===== src/rtl/lsu_pkg.sv =====
// Shared encodings and lane/extract helpers for the load/store memory adapter.
// Everything here assumes a 32-bit data path with four byte lanes.
package lsu_pkg;

  localparam logic [1:0] SZ_B = 2'd0;
  localparam logic [1:0] SZ_H = 2'd1;
  localparam logic [1:0] SZ_W = 2'd2;

  typedef enum logic [1:0] {
    IDLE   = 2'd0,
    ACCESS = 2'd1,
    RESP   = 2'd2
  } lsu_state_e;

  function automatic logic is_misaligned(input logic [1:0] off, input logic [1:0] size);
    logic bad;
    bad = 1'b0;
    case (size)
      SZ_B:    bad = 1'b0;
      SZ_H:    bad = off[0];
      SZ_W:    bad = (off != 2'd0);
      default: bad = 1'b1;
    endcase
    return bad;
  endfunction

  function automatic logic [3:0] lane_mask(input logic [1:0] off, input logic [1:0] size);
    logic [3:0] m;
    m = 4'b0000;
    case (size)
      SZ_B:    m = 4'b0001 << off;
      SZ_H:    m = 4'b0011 << off;
      SZ_W:    m = 4'b1111;
      default: m = 4'b0000;
    endcase
    return m;
  endfunction

  function automatic logic [31:0] load_extract(input logic [31:0] rdata,
                                               input logic [1:0]  off,
                                               input logic [1:0]  size,
                                               input logic        uns);
    logic [31:0] d;
    logic [31:0] r;
    d = rdata >> {off, 3'b000};
    case (size)
      SZ_B:    r = {{24{~uns & d[7]}}, d[7:0]};
      SZ_H:    r = {{16{~uns & d[15]}}, d[15:0]};
      default: r = d;
    endcase
    return r;
  endfunction

endpackage


===== src/rtl/lsu_mem_adapter_align.sv =====
// Combinational lane logic: byte mask, write-data shift, load extension and
// the alignment check for one access.
module lsu_mem_adapter_align
  import lsu_pkg::*;
(
  input  logic [1:0]  off,
  input  logic [1:0]  size,
  input  logic        uns,
  input  logic [31:0] wdata,
  input  logic [31:0] rdata,
  output logic [3:0]  mask,
  output logic [31:0] wdata_shifted,
  output logic [31:0] rdata_ext,
  output logic        misaligned
);

  always_comb begin
    mask          = lane_mask(off, size);
    wdata_shifted = wdata << {off, 3'b000};
    rdata_ext     = load_extract(rdata, off, size, uns);
    misaligned    = is_misaligned(off, size);
  end

endmodule


===== src/rtl/lsu_mem_adapter.sv =====
// Load/store adapter in front of the data RAM: latches one request, holds the
// RAM access for LATENCY cycles and returns an extended result or an error.
//
// state  | meaning
// IDLE   | ready for a request; misaligned requests go straight to RESP
// ACCESS | RAM access held; counter counts down to the sampling cycle
// RESP   | registered response presented until resp_ready
module lsu_mem_adapter
  import lsu_pkg::*;
#(
  parameter int LATENCY = 1,
  parameter int XLEN    = 32
) (
  input  logic            clock,
  input  logic            reset,
  input  logic            req_valid,
  output logic            req_ready,
  input  logic [XLEN-1:0] req_addr,
  input  logic            req_wen,
  input  logic [XLEN-1:0] req_wdata,
  input  logic [1:0]      req_size,
  input  logic            req_unsigned,
  output logic            resp_valid,
  input  logic            resp_ready,
  output logic [XLEN-1:0] resp_rdata,
  output logic            resp_err,
  output logic            mem_valid,
  output logic            mem_write_enable,
  output logic [XLEN-1:0] mem_addr,
  output logic [XLEN-1:0] mem_write_data,
  output logic [3:0]      mem_write_mask,
  input  logic [XLEN-1:0] mem_read_data
);

  localparam int CW = (LATENCY > 1) ? $clog2(LATENCY) : 1;

  lsu_state_e      state, state_nxt;
  logic [CW-1:0]   counter, counter_nxt;
  logic [XLEN-1:0] addr_q;
  logic [XLEN-1:0] wdata_q;
  logic            wen_q;
  logic [1:0]      size_q;
  logic            uns_q;
  logic [XLEN-1:0] rdata_q;
  logic            err_q;

  logic            take_req;
  logic            capture;
  logic [1:0]      sel_off;
  logic [1:0]      sel_size;
  logic [3:0]      lane_mask_w;
  logic [31:0]     wdata_sh;
  logic [31:0]     rdata_ext;
  logic            misaligned;

  // In IDLE the aligner judges the incoming request; afterwards it works on the latched one.
  assign sel_off  = (state == IDLE) ? req_addr[1:0] : addr_q[1:0];
  assign sel_size = (state == IDLE) ? req_size      : size_q;

  lsu_mem_adapter_align u_align (
    .off           (sel_off),
    .size          (sel_size),
    .uns           (uns_q),
    .wdata         (wdata_q),
    .rdata         (mem_read_data),
    .mask          (lane_mask_w),
    .wdata_shifted (wdata_sh),
    .rdata_ext     (rdata_ext),
    .misaligned    (misaligned)
  );

  always_ff @(posedge clock or negedge reset) begin
    if (!reset) begin
      state   <= IDLE;
      counter <= '0;
      addr_q  <= '0;
      wdata_q <= '0;
      wen_q   <= 1'b0;
      size_q  <= SZ_B;
      uns_q   <= 1'b0;
      rdata_q <= '0;
      err_q   <= 1'b0;
    end else begin
      state   <= state_nxt;
      counter <= counter_nxt;
      if (take_req) begin
        addr_q  <= req_addr;
        wdata_q <= req_wdata;
        wen_q   <= req_wen;
        size_q  <= req_size;
        uns_q   <= req_unsigned;
        rdata_q <= '0;
        err_q   <= misaligned;
      end
      if (capture) begin
        rdata_q <= wen_q ? '0 : rdata_ext;
      end
    end
  end

  always_comb begin
    state_nxt        = state;
    counter_nxt      = counter;
    take_req         = 1'b0;
    capture          = 1'b0;
    req_ready        = 1'b0;
    resp_valid       = 1'b0;
    mem_valid        = 1'b0;
    mem_write_enable = 1'b0;
    mem_addr         = '0;
    mem_write_data   = '0;
    mem_write_mask   = 4'b0000;

    case (state)
      IDLE: begin
        req_ready = 1'b1;
        if (req_valid) begin
          take_req = 1'b1;
          if (misaligned) begin
            state_nxt = RESP;
          end else begin
            state_nxt   = ACCESS;
            counter_nxt = CW'(LATENCY - 1);
          end
        end
      end
      ACCESS: begin
        mem_valid      = 1'b1;
        mem_addr       = {addr_q[XLEN-1:2], 2'b00};
        mem_write_data = wdata_sh;
        mem_write_mask = lane_mask_w;
        if (counter == '0) begin
          // Final cycle: strobe the write once, or sample read data at the closing edge.
          mem_write_enable = wen_q;
          capture          = 1'b1;
          state_nxt        = RESP;
        end else begin
          counter_nxt = counter - CW'(1);
        end
      end
      RESP: begin
        resp_valid = 1'b1;
        if (resp_ready) begin
          state_nxt = IDLE;
        end
      end
      default: begin
        state_nxt = IDLE;
      end
    endcase
  end

  assign resp_rdata = rdata_q;
  assign resp_err   = err_q;

endmodule


===== config.mk =====
export PLATFORM = sky130hd
export DESIGN_NAME = lsu_mem_adapter
export DESIGN_NICKNAME = d
export VERILOG_FILES = /design/src/rtl/lsu_pkg.sv /design/src/rtl/lsu_mem_adapter_align.sv /design/src/rtl/lsu_mem_adapter.sv
export SDC_FILE = /design/constraint.sdc
export NUM_CORES = 1
export LEC_CHECK = 0
export ABC_AREA = 0
export CAP_MARGIN = 0
export CORE_AREA = 2 2 116 118
export DETAILED_ROUTE_END_ITERATION = 7
export DIE_AREA = 0 0 118 120
export DONT_BUFFER_PORTS = 1
export PLACE_DENSITY = 0.66
export SLEW_MARGIN = 20
export SYNTH_ARGS = -nofsm -noshare
export SYNTH_HDL_FRONTEND = slang
export SYNTH_SLANG_ARGS = --single-unit

===== constraint.sdc =====
create_clock -name clock -period 2.02 [get_ports clock]
set_input_delay 0.404 -clock clock [delete_from_list [all_inputs] [get_ports clock]]
set_output_delay 0.404 -clock clock [all_outputs]
set_load 0.05 [all_outputs]

==> summary.txt <==
Outcome
  • Outcome: finished, violations left
  • Failing checks: negative hold slack, negative setup slack

Timing
  • Final hold violations: 103
  • Final slew viol count: 0
  • Hold slack: -0.255 ns
  • Final WS setup: -0.584 ns
  • Fmax: 384 MHz
  • Slew headroom: 64.3%
  • Finish-stage setup viols: 100
  • Worst Skew: 0.00693 ns
  • Fin crit share: 129%
  • Slew @ Worst Pin: 0.536 ns
  • Fin crit period: 2.60 ns
  • RSZ-0062 raised after global routing: true

Placement
  • Final RePlAce weighted congestion: 0.881
  • Pre-CTS WS: -0.407 ns
  • Post-DP HPWL: 13600 um
  • Number of I/O port buffers: 0

Yosys
  • Post-Syn Instances: 690
  • EDFF count, synth: 0
  • Synth Area in Compound Gates: 16.9%
  • Synth Area per Inst: 8.41 um^2
  • Yosys cell types: 47
  • Simple-Gate Fraction of Synth Area: 27.0%
  • Synthesized flop and latch total: 103
  • Asr flop ratio synth: 100%
  • Post-synthesis mux area share: 6.38%
  • Seq/Total Area, Yosys: 44.4%
  • XOR/XNOR Fraction of Synth Area: 0%
  • Yosys warnings: 0
  • Post-Synth Adder-Cell Area: 0%
  • Largest family of logic cells by synthesized area: simple AND/OR/NAND/NOR gates
  • Post-synth top flop: dfrtp_1
  • Synthesized area: 5800 um^2

Critical path
  • Max stage delay on crit path: 0.46 ns
  • R2r setup slk: -0.34 ns
  • Worst reg-to-reg path cell count: 9
  • CP max FO: 6
  • Buf+Inv Stages, Crit Path: 4
  • CP delay by family, top: buffers and inverters
  • Critical path class: reg -> out
  • Worst path cell trace: buf_6 -> o21ai_4 -> nand2_8 -> clkbuf_16 -> mux2i_4 -> buf_6 -> a211oi_4 -> buf_12
  • Most common cell type on the critical path: buf_6
  • CP endpoint kind: output pin
  • Reg2reg end: resp_rdata[21]$_DFFE_PN0P_
  • Reg-to-Reg Start: state[0]$_DFFE_PN0P_
  • Required @ worst endpoint: 1.62 ns
  • CP startpoint kind: register
  • Worst setup path startpoint: state[1]$_DFFE_PN0P_
  • CP max-delay cell: dfrtp_2
  • Crit path DAT: 2.20 ns

CTS
  • Max clock buf depth: 2
  • Later-pin clock latency in the skew report: 0.35 ns
  • Clock Tree Root: clkbuf_16
  • Sinks on Clock Net: 103
  • CTS tree: built
  • Worst-path clk slew: 0.07 ns
  • H-Tree Depth: 3
  • CTS Buf Count: 9

Drt
  • Via-per-instance ratio: 5.71
  • DR WL/cell: 20.2 um
  • ANT nets after route: 0
  • Residual DRC: 0
  • Routed WL: 19600 um
  • DRT iter0 DRCs: 428
  • Vias post-DR: 5543
  • Drt first pass iters: 6

Finish
  • Layout cells sized above 1: 38.2%
  • ANT cells: 0
  • Final Net Count: 893
  • P&R area growth vs syn: 52.6%

GRT
  • Number of global-route vias before repair: 5549
  • Global-route wire length before repair: 30000 um
  • Largest net degree at the start of global routing: 104
  • Gr usage total: 26.9%
  • Grt ovf: 0
  • Initial antenna violation count: 0

Power
  • Leakage: 3.91 nW
  • VDD IR-drop max: 1.07 mV
  • Power per cell area: 2010 nW/um^2
  • Total power: 17.8 mW

Die
  • Chip width: 118 um
  • I/O Pins: 209
  • Die Y: 120 um
  • Initial core utilization: 44.7%
  • Core area: 13000 um^2
  • # rows: 42
  • Die area: 14200 um^2

Run
  • Max-Cap Viols: 0

Hold path
  • Worst hold path type: in -> async
## power by group
part | total (mW) | internal, mW | switching [mW]
sequential | 4.74 | 2.98 | 1.76
clock | 1.69 | 0.878 | 0.815
combinational | 11.4 | 5.11 | 6.26
total | 17.8 | 8.96 | 8.84
## cells in the mapped netlist (2+ instances only)
library cell,count,area share (%)
a211oi_1,8,1.0
a21oi_1,31,2.7
a22o_1,7,1.1
a22oi_1,16,2.1
a2bb2oi_1,8,1.2
a31oi_2,8,1.7
a41oi_1,5,0.75
a41oi_2,2,0.56
and2_1,33,3.6
and3_1,16,1.7
buf_1,2,0.13
buf_2,10,0.86
buf_4,2,0.26
buf_6,6,1.2
clkbuf_1,32,2.1
dfrtp_1,103,44
inv_1,10,0.65
mux2_2,10,1.9
mux2i_1,10,1.7
mux4_2,7,2.7
nand2_1,273,18
nand2b_1,3,0.32
nand3_1,10,0.86
nor2_1,12,0.78
nor2_2,2,0.22
nor3_1,3,0.26
o211ai_1,2,0.26
o21ai_0,31,2.7
o21ai_1,2,0.17
o221ai_1,7,1.1
o31a_1,2,0.30
or4_1,2,0.26
## routing by layer
metal | vias up | part of all wire [%] | GRT usage [%]
met2 | 296 | 50 | 44.6
met3 | 53 | 8.7 | 7.84
met1 | 2667 | 38 | 32.5
li1 | 2527 | - | -
met4 | 0 | 3.3 | 12.1
met5 | - | 0 | 0
## layout by cell type (no fill, tap or decap), drive strengths merged, types with 2 or more instances in the layout
master,synthesis,final
o221ai,7,7
mux2,10,10
a31oi,8,8
o31a,2,2
a211oi,9,9
a22o,7,7
a41oi,7,7
a21oi,31,31
nand3,10,10
and2,33,34
nand2,273,273
o211ai,3,3
and3,16,16
conb,1,2
clkbuf,32,11
nor2,15,16
a22oi,16,16
mux4,7,7
or3b,2,2
o21ai,34,34
nor3,3,3
or4,2,2
inv,10,11
buf,20,136
nand2b,3,3
clkinv,0,5
mux2i,10,10
a2bb2oi,8,8
dfrtp,103,103
## state kept, by name (all words and copies together) (netlist names)
register    flops
uns_q           1
resp_err        1
wen_q           1
size_q          2
state           2
addr_q         32
wdata_q        32
resp_rdata     32
## final cells by class
class,instances,area (um^2)
clock buffer,10,239
clock inverter,6,45.0
fill,981,4130
inverter,10,40.0
multi-input combinational,528,3770
sequential,103,2580
tap,176,220
timing repair buffer,137,1960
## metrics by stage
stage	setup TNS (ns)	area [um^2]	std cells	util, %	hold slack (ns)
2_1_floorplan	-5.87	6450	691	-	0.108
3_3_place_gp	-11.34	7990	934	61.5	0.113
3_5_place_dp	-15.75	7990	934	61.5	0.111
4_1_cts	-42.75	8660	964	66.8	-0.270
5_1_grt	-43.69	8850	970	68.2	-0.272
6_report	-36.99	8850	970	68.2	-0.255
## timing repair
item,4_1_cts,5_1_grt
resized for setup,66,35
endpoints found under the setup margin,102,101
buffers inserted,11,10
hold endpoints to repair,103,103
pin swaps,26,12
gates cloned,3,2
## worst register-to-register path: cells and delay by family (launching register included)
family                 cells  cell delay, ns
AOI/OAI and AO/OA          3            0.58
buffers and inverters      4            0.63
DFF                        1            0.45
muxes                      1            0.32
and+or+nand+nor            1            0.23
## worst max path at each step
| stage | cells after the start | slack, ns | to |
|---|---|---|---|
| floorplan | 5 | -0.26 | mem_write_mask[0] |
| global placement | 6 | -0.27 | resp_rdata[20]$_DFFE_PN0P_ |
| detailed placement | 6 | -0.41 | resp_rdata[19]$_DFFE_PN0P_ |
| CTS | 7 | -0.59 | mem_write_data[31] |
| global route | 7 | -0.65 | mem_write_data[20] |
| finish | 8 | -0.58 | mem_write_data[27] |
## kinds of logic (layout without fill, tap and decap cells)
family | Yosys count | in the layout
other | 1 | 2
AND/OR/NAND/NOR | 361 | 363
AO/OA/AOI/OAI | 136 | 136
multiplexers | 27 | 27
flip-flops | 103 | 103
buffers and inverters | 62 | 163
Note: power is estimated with default switching activity, not from simulation.
